==> config.mk <==
export PLATFORM = sky130hd
export DESIGN_NAME = fc_mac_scheduler_flat
export DESIGN_NICKNAME = d
export VERILOG_FILES = /design/src/rtl/fc_pkg.sv /design/src/rtl/fc_mac_scheduler_if.sv /design/src/rtl/fc_sched_delay.sv /design/src/rtl/fc_mac_scheduler.sv /design/src/flat_wrapper.sv
export SDC_FILE = /design/constraint.sdc
export NUM_CORES = 1
export LEC_CHECK = 0
export ABC_AREA = 0
export BUFFER_PORTS_ARGS = -buffer_cell sky130_fd_sc_hd__buf_2
export CORE_ASPECT_RATIO = 1.25
export CORE_MARGIN = 3
export CORE_UTILIZATION = 55
export DETAILED_ROUTE_END_ITERATION = 16
export PLACE_DENSITY_LB_ADDON = 0.3
export SLEW_MARGIN = 15
export SYNTH_ARGS = -nofsm -noshare
export SYNTH_HDL_FRONTEND = slang
export SYNTH_SLANG_ARGS = --single-unit
==> constraint.sdc <==
create_clock -name clk -period 3.7 [get_ports clk]
set_input_delay 0.74 -clock clk [delete_from_list [all_inputs] [get_ports clk]]
set_output_delay 0.74 -clock clk [all_outputs]
set_load 0.05 [all_outputs]
==> src/rtl/fc_pkg.sv <==
// Shared FC-layer constants and the MAC scheduler state encoding.
// Pure definitions: no latency, no flow control.
package fc_pkg;

    localparam int MAC_NUM      = 20;
    localparam int DATA_WIDTH   = 8;
    localparam int WEIGHT_WIDTH = 4;
    localparam int ACC_WIDTH    = 32;

    typedef enum logic [1:0] {
        S_IDLE  = 2'd0,
        S_RUN   = 2'd1,
        S_FLUSH = 2'd2,
        S_DONE  = 2'd3
    } sched_state_e;

    // Per-address tags travelling alongside the SRAM read pipeline.
    typedef struct packed {
        logic vld;
        logic first;
        logic last;
    } chunk_tag_t;

endpackage

==> src/rtl/fc_mac_scheduler_if.sv <==
// SRAM-side bundle of the FC scheduler: shared read port, MAC load control, output write port.
// Wires only; the scheduler is the master, SRAMs/MAC/requant observe as slave.
interface fc_mac_scheduler_if #(
    parameter int SRC_AW = 6,
    parameter int W_AW   = 15,
    parameter int OUT_AW = 9
);
    logic              sram_ren;
    logic [SRC_AW-1:0] sram_raddr_src;
    logic [W_AW-1:0]   sram_raddr_weight;
    logic              accumulate_reset;
    logic              sram_wen;
    logic [OUT_AW-1:0] sram_waddr;

    modport master (
        output sram_ren, sram_raddr_src, sram_raddr_weight,
        output accumulate_reset, sram_wen, sram_waddr
    );

    modport slave (
        input sram_ren, sram_raddr_src, sram_raddr_weight,
        input accumulate_reset, sram_wen, sram_waddr
    );
endinterface

==> src/rtl/fc_sched_delay.sv <==
// Two-stage tag pipe aligning first/last/neuron with SRAM read data (+1) and MAC output (+2).
// Fixed latency, no stall: the scheduler never pauses mid-layer.
module fc_sched_delay
    import fc_pkg::*;
#(
    parameter int NW = 9
) (
    input  logic          clk,
    input  logic          srst,
    input  logic          in_vld,
    input  logic          in_first,
    input  logic          in_last,
    input  logic [NW-1:0] in_neuron,
    output logic          acc_reset,
    output logic          wen,
    output logic [NW-1:0] waddr
);
    chunk_tag_t    tag1_q, tag1_d;
    logic [NW-1:0] neuron1_q, neuron1_d;
    logic          wen_q, wen_d;
    logic [NW-1:0] waddr_q, waddr_d;

    always_comb begin
        tag1_d    = '{vld: in_vld, first: in_vld & in_first, last: in_vld & in_last};
        neuron1_d = in_neuron;
        wen_d     = tag1_q.vld & tag1_q.last;
        // Write address only moves on a write so it holds between neurons.
        waddr_d   = wen_d ? neuron1_q : waddr_q;
    end

    always_ff @(posedge clk) begin
        if (srst) begin
            tag1_q    <= '0;
            neuron1_q <= '0;
            wen_q     <= 1'b0;
            waddr_q   <= '0;
        end else begin
            tag1_q    <= tag1_d;
            neuron1_q <= neuron1_d;
            wen_q     <= wen_d;
            waddr_q   <= waddr_d;
        end
    end

    assign acc_reset = tag1_q.vld & tag1_q.first;
    assign wen       = wen_q;
    assign waddr     = waddr_q;
endmodule

==> src/rtl/fc_mac_scheduler.sv <==
// Sequences source/weight SRAM reads over one FC layer and strobes each finished neuron out.
// Address stream starts 1 cycle after start, done at OUT_LEN*CHUNKS+3; no backpressure, start ignored while busy.
module fc_mac_scheduler
    import fc_pkg::*;
#(
    parameter int IN_LEN  = 800,
    parameter int OUT_LEN = 500,
    parameter int SRC_AW  = 6,
    parameter int W_AW    = 15,
    parameter int OUT_AW  = 9
) (
    input  logic                clk,
    input  logic                srst,
    input  logic                start,
    output logic                busy,
    output logic                done,
    fc_mac_scheduler_if.master  sram
);
    localparam int CHUNKS = IN_LEN / MAC_NUM;
    localparam logic [SRC_AW-1:0] LAST_CHUNK  = SRC_AW'(CHUNKS - 1);
    localparam logic [OUT_AW-1:0] LAST_NEURON = OUT_AW'(OUT_LEN - 1);

    if ((IN_LEN % MAC_NUM) != 0) begin : g_bad_in_len
        $error("IN_LEN must be a multiple of MAC_NUM");
    end
    if ((64'd1 << SRC_AW) < 64'(CHUNKS)) begin : g_bad_src_aw
        $error("SRC_AW too narrow for IN_LEN/MAC_NUM");
    end
    if ((64'd1 << W_AW) < 64'(OUT_LEN) * 64'(CHUNKS)) begin : g_bad_w_aw
        $error("W_AW too narrow for OUT_LEN*CHUNKS");
    end
    if ((64'd1 << OUT_AW) < 64'(OUT_LEN)) begin : g_bad_out_aw
        $error("OUT_AW too narrow for OUT_LEN");
    end

    sched_state_e      state_q, state_d;
    logic [SRC_AW-1:0] chunk_q, chunk_d;
    logic [OUT_AW-1:0] neuron_q, neuron_d;
    logic [W_AW-1:0]   weight_q, weight_d;
    logic              flush_q, flush_d;
    logic              ren;

    always_comb begin
        state_d  = state_q;
        chunk_d  = chunk_q;
        neuron_d = neuron_q;
        weight_d = weight_q;
        flush_d  = flush_q;
        ren      = 1'b0;
        busy     = (state_q != S_IDLE);
        done     = 1'b0;
        case (state_q)
            S_IDLE: begin
                if (start) state_d = S_RUN;
            end
            S_RUN: begin
                ren      = 1'b1;
                weight_d = weight_q + 1'b1;
                if (chunk_q == LAST_CHUNK) begin
                    chunk_d = '0;
                    if (neuron_q == LAST_NEURON) begin
                        // Counters return to zero so the next layer starts clean.
                        neuron_d = '0;
                        weight_d = '0;
                        flush_d  = 1'b0;
                        state_d  = S_FLUSH;
                    end else begin
                        neuron_d = neuron_q + 1'b1;
                    end
                end else begin
                    chunk_d = chunk_q + 1'b1;
                end
            end
            S_FLUSH: begin
                flush_d = 1'b1;
                if (flush_q) begin
                    flush_d = 1'b0;
                    state_d = S_DONE;
                end
            end
            S_DONE: begin
                done    = 1'b1;
                state_d = S_IDLE;
            end
            default: state_d = S_IDLE;
        endcase
    end

    always_ff @(posedge clk) begin
        if (srst) begin
            state_q  <= S_IDLE;
            chunk_q  <= '0;
            neuron_q <= '0;
            weight_q <= '0;
            flush_q  <= 1'b0;
        end else begin
            state_q  <= state_d;
            chunk_q  <= chunk_d;
            neuron_q <= neuron_d;
            weight_q <= weight_d;
            flush_q  <= flush_d;
        end
    end

    fc_sched_delay #(.NW(OUT_AW)) u_delay (
        .clk       (clk),
        .srst      (srst),
        .in_vld    (ren),
        .in_first  (chunk_q == '0),
        .in_last   (chunk_q == LAST_CHUNK),
        .in_neuron (neuron_q),
        .acc_reset (sram.accumulate_reset),
        .wen       (sram.sram_wen),
        .waddr     (sram.sram_waddr)
    );

    assign sram.sram_ren          = ren;
    assign sram.sram_raddr_src    = chunk_q;
    assign sram.sram_raddr_weight = weight_q;
endmodule

==> src/flat_wrapper.sv <==
// flat-port wrapper written by rule: the top's interface ports become plain ports
module fc_mac_scheduler_flat import fc_pkg::*;
#(
    parameter int IN_LEN  = 800,
    parameter int OUT_LEN = 500,
    parameter int SRC_AW  = 6,
    parameter int W_AW    = 15,
    parameter int OUT_AW  = 9
)
  (clk, srst, start, busy, done, sram_sram_ren, sram_sram_raddr_src, sram_sram_raddr_weight, sram_accumulate_reset, sram_sram_wen, sram_sram_waddr);
  fc_mac_scheduler_if #(.SRC_AW(SRC_AW), .W_AW(W_AW), .OUT_AW(OUT_AW)) sram_i ();
  input  logic clk;
  input  logic srst;
  input  logic start;
  output logic busy;
  output logic done;
  output wire logic [$bits(sram_i.sram_ren)-1:0] sram_sram_ren;
  output wire logic [$bits(sram_i.sram_raddr_src)-1:0] sram_sram_raddr_src;
  output wire logic [$bits(sram_i.sram_raddr_weight)-1:0] sram_sram_raddr_weight;
  output wire logic [$bits(sram_i.accumulate_reset)-1:0] sram_accumulate_reset;
  output wire logic [$bits(sram_i.sram_wen)-1:0] sram_sram_wen;
  output wire logic [$bits(sram_i.sram_waddr)-1:0] sram_sram_waddr;
  assign sram_sram_ren = sram_i.sram_ren;
  assign sram_sram_raddr_src = sram_i.sram_raddr_src;
  assign sram_sram_raddr_weight = sram_i.sram_raddr_weight;
  assign sram_accumulate_reset = sram_i.accumulate_reset;
  assign sram_sram_wen = sram_i.sram_wen;
  assign sram_sram_waddr = sram_i.sram_waddr;
  fc_mac_scheduler #(.IN_LEN(IN_LEN), .OUT_LEN(OUT_LEN), .SRC_AW(SRC_AW), .W_AW(W_AW), .OUT_AW(OUT_AW)) u_core (.clk(clk), .srst(srst), .start(start), .busy(busy), .done(done), .sram(sram_i));
endmodule
# Yosys cells after proc, flatten, opt, wreduce, memory -nomap -nowiden
# Index checks and enable logic that the tools add are counted.
# Widths: inputs -> output; s select.
# totals
inputBits	3
ff_bits	55
out_inout_bits	35
# op_classes
eq_ne	9
reduce_logical	7
bitwise	4
n_addsub	3
muxes	15
# ops
operator	count
$mux 15	2
$add 15x1->15 const B	1
$add 9x1->9 const B	1
$eq 9x9->1 const B	1
$mux 9	1
$mux 2	4
$pmux 2 s4	1
$add 6x1->6 const B	1
$eq 6x6->1 const B	1
$logic_not 6->1	1
$mux 6	1
$mux 1	5
$and 1x1->1	4
$eq 2x2->1 const B	2
$ne 2x1->1 const B	2
$ne 2x2->1 const B	2
$reduce_and 4->1	1
$reduce_bool 2->1	2
$reduce_and 3->1	1
$eq 2x1->1 const B	1
$logic_not 2->1	1
$pmux 1 s2	1
$reduce_and 2->1	1

# Logic depth before layout (Yosys ltp)
# logic_depth
ltp_word	4
mapped_depth	8

# Hierarchy
# Synthesis repeated with hierarchy kept, for this count alone.
# hier_totals
cells_unflattened	258
area_unflattened_um2	2526.2
# modules_own_cells
mod	cells_per_inst	area_per_inst_um2	instances
fc_mac_scheduler	188	1672.9	1
fc_sched_delay	70	853.3	1

# Worst setup path after synthesis
# Ideal clock, no wire load.
# synth_path
path_type	register to register
start	register u_core.state_q[1]
end	register u_core.state_q[0]
period_less_slack_ps	2058
path_stages_with_launch	8
setup_slack_ps	1642
required_ps	3566
arrival_time_ps	1924
path_cell_list	dfxtp_1 > inv_1 > ha_1 > buf_2 > and2_1 > nand4_1 > a2111oi_2 > a211oi_1
# synth_via
elab_chain_len	3
word_cells_on_any_way	10
# synth_lines
item	line_no	rtl
start: declaration	fc_mac_scheduler.sv:36	sched_state_e state_q, state_d;
start signal: assignment	fc_mac_scheduler.sv:97	state_q <= state_d;
$eq 2x2->1, or another cell as far along	fc_mac_scheduler.sv:52	case (state_q)
$ne 2x1->1 (no source line) or $ne 2x2->1 (tied branches)	n/a	
$reduce_and 4->1 (no source line)	n/a	
# Several ways; a longest one is shown, not always the timed one.
# A chain may end at the register's enable or synchronous reset.

# Worst setup path after layout
# layout_path
start	register u_core.state_q[1]
end	output port sram_sram_ren
# layout_via
elab_chain_len	2
# layout_lines
item	line_no	rtl
$eq 2x1->1	fc_mac_scheduler.sv:52	
$mux 1	fc_mac_scheduler.sv:52	
end: declaration	flat_wrapper.sv:17	output wire logic [$bits(sram_i.sram_ren)-1:0] sram_sram_ren;
# No other way between the ends.

==> run metrics <==
outcome=complete, no violations; Layout Skew=0.0116 ns; Slew Limit Fails=0; # port buffers=37; Routability Congestion=0.830; Post-CTS Setup Inserts=0; Yosys warnings=0; fraction of layout cells with a size suffix above 1=17.7%; CP endpoint kind=primary output; global-route usage over all layers=18.5%; Startpoint Class=register; Chip Height=78.8 um; Final Critical Period=2.47 ns; relative slew slack=50.9%; clock root buffer=clkbuf_8; Worst Path Class, Setup=register to primary output; simple-gate share of the synthesized area=28.0%; Mapped Area=2330 um2; ranking of synthesized cells by area=dfxtp_1 (47%), xnor2_1 (6.8%), nand2_1 (5.6%); Via Count=1,816; core footprint=3940 um2; worst reg-to-reg setup slack=1.34 ns; Primary FF master, synth=dfxtp_1; cell depth of the worst setup path=3; Remaining Overflow, GRT=0; drt wl/cell=12.8 um; worst setup path start=u_core.state_q[1]; clock latency on the worst-skew pair=0.30 ns; DRC=0; xor-xnor portion of the synthesized cell area=9.40%; Crit path largest cell delay=0.58 ns; # setup viols final=0; VDD IR max=423 uV; final wirelength=4440 um; Fin Setup TNS=0 ns; CP Buf/Inv Count=2; critical-path cell list=inv_1, ha_1, buf_2; WP data required=2.96 ns; first-pass GRT wire length=7470 um; top-count cell post-synth=dfxtp_1; P_leak=0.00105 uW; max_cap viols=0; Critical R2R Launch=u_core.state_q[1]; CP delay by family, top=adder cells; Synth top area share=47.3%; Clock Path Buffers=2; std cell rows=25; total CTS buffers=5; Crit-path slowest cell=ha_1; DR pass1 iterations=4; I/O pin total=38; DR iter-0 viols=96; Antenna diodes=0; number of synthesized flops with an enable pin=0; pwr dens=505 nW/um2; Post-Synth Adder-Cell Area=4.83%; nets=305; period utilization=66.8%; Worst Path Max Fanout=18; f_max=404 MHz; Post-Synthesis Cells=259; largest net degree at the start of global routing=39; synthesis-stage register bit count=55; Post-DP HPWL=3160 um; P&R area growth vs syn=13.7%; Clock Sinks=55; Async SR Flop Fraction=0%; Hold Slack=0.440 ns; Routed Antenna Nets=0; sequential cell area fraction in the yosys report=47.3%; CTS tree=yes; post-synthesis compound-gate area fraction=6.02%; largest family of logic cells by synthesized area=simple AND/OR/NAND/NOR gates; H-Tree Depth=2; Die Wd=64.2 um; RSZ-0062 raised after global routing=no; mux share of post-synthesis cell area=0.859%; syn nets=271; drt via density=5.22; vias in the first global route=1,688; Syn Area/Cell=9.00 um2; crit path DAT=1.73 ns; HP Class=register to register; Slew @ Worst Pin=0.736 ns; Clock Pin Slew Worst Setup and Hold Paths=0.09 ns; reg2reg end=u_core.neuron_q[4]; Synth cell types=38; DIE AREA=5060 um2; Synth top cells by count=dfxtp_1 (55), nand2_1 (35), nor2_1 (32), xnor2_1 (18), a21oi_1 (13); initial core utilization=59.1%; Post-CTS Hold Fix Bufs=0; Final Hold Fails=0; antenna violations before repair=0; crit path capture=sram_sram_ren; quantity of gates resized following cts=0; R2R depth=6; top cell type by total area after synthesis=dfxtp_1
==> cells by family after synthesis <==
| group | count (synthesis) |
|---|---|
| muxes | 2 |
| buffers and inverters | 20 |
| and+or+nand+nor | 126 |
| xor gates and xnor gates | 25 |
| AOI/OAI and AO/OA | 22 |
| DFF | 55 |
| adders and majority gates | 9 |
==> placed cells by master, fill, tap and decap left out, drive strengths merged <==
master / count
mux2i: 2
nand2b: 1
nor2b: 10
bufinv: 1
a21oi: 14
nand2: 35
nor3b: 1
a211oi: 1
nand4: 9
clkinvlp: 1
xor2: 7
ha: 9
buf: 37
nand3: 7
and4bb: 2
nor3: 10
o211ai: 1
clkbuf: 5
or3: 1
a22o: 1
and2: 4
o21ai: 2
xnor2: 18
inv: 10
dfxtp: 55
o311ai: 1
nand4bb: 1
nor4: 8
and4: 2
a211o: 1
nand4b: 1
clkinv: 1
a2111oi: 1
nor2: 32
and3: 2
==> flip-flops by register name, indices dropped and copies added (netlist names) <==
signal                         flops
u_core.u_delay.neuron1_q           9
u_core.state_q                     2
u_core.u_delay.wen                 1
u_core.u_delay.waddr               9
u_core.neuron_q                    9
u_core.sram.sram_raddr_weight     15
u_core.sram.sram_raddr_src         6
u_core.flush_q                     1
u_core.u_delay.tag1_q              3
==> final cells by class <==
| class | count | area, um2 |
|---|---|---|
| Clock buffer | 5 | 68.8 |
| Inverter | 10 | 37.5 |
| Multi-Input combinational cell | 184 | 1140 |
| Fill cell | 334 | 1290 |
| Tap cell | 54 | 67.6 |
| Timing Repair Buffer | 37 | 185 |
| Clock inverter | 3 | 46.3 |
| Sequential cell | 55 | 1100 |
==> per-layer routing <==
metal  track usage, %  vias up  part of all wire (%)
li1                 -      939                     -
met1             22.0      839                    45
met2             32.7       31                    50
met3             4.10        7                   3.5
met4             6.55        0                   1.3
met5                0        -                     0
==> worst min-delay path: cells and delay by family, from the launching register on <==
kind / cells / cell delay [ns]
flip-flops: 1 / 0.31
AO/OA/AOI/OAI: 1 / 0.05
AND/OR/NAND/NOR: 1 / 0.04
==> per-stage QoR <==
step           std cells  power (uW)  utilization, %  setup slack (ns)  cell area (um2)
2_1_floorplan        259         906               -              1.64             2330
3_3_place_gp         340         950            64.3              1.45             2530
3_5_place_dp         340         958            64.3              1.36             2530
4_1_cts              348        1350            67.2              1.22             2650
5_1_grt              348        1400            67.2              1.10             2650
6_report             348        1340            67.2              1.23             2650
==> how the worst min path moves through the flow <==
stage	slack, ns	endpoint	depth (start not counted)	startpoint
after floorplan	0.42	u_core.u_delay.waddr[0]	2	u_core.u_delay.neuron1_q[0]
after global placement	0.42	u_core.u_delay.waddr[4]	2	u_core.u_delay.neuron1_q[4]
after detailed placement	0.43	u_core.u_delay.waddr[1]	2	u_core.u_delay.neuron1_q[1]
after CTS	0.44	u_core.u_delay.waddr[1]	2	u_core.u_delay.neuron1_q[1]
after global routing	0.46	u_core.u_delay.waddr[1]	2	u_core.u_delay.neuron1_q[1]
final	0.44	u_core.u_delay.waddr[3]	2	u_core.u_delay.neuron1_q[3]
==> power breakdown <==
| part | switching, uW | total (uW) | internal [uW] |
|---|---|---|---|
| clock | 191 | 395 | 204 |
| sequential | 24.4 | 645 | 620 |
| combinational | 212 | 299 | 86.8 |
| total | 427 | 1340 | 911 |
Note: power is estimated with default switching activity, not from simulation.
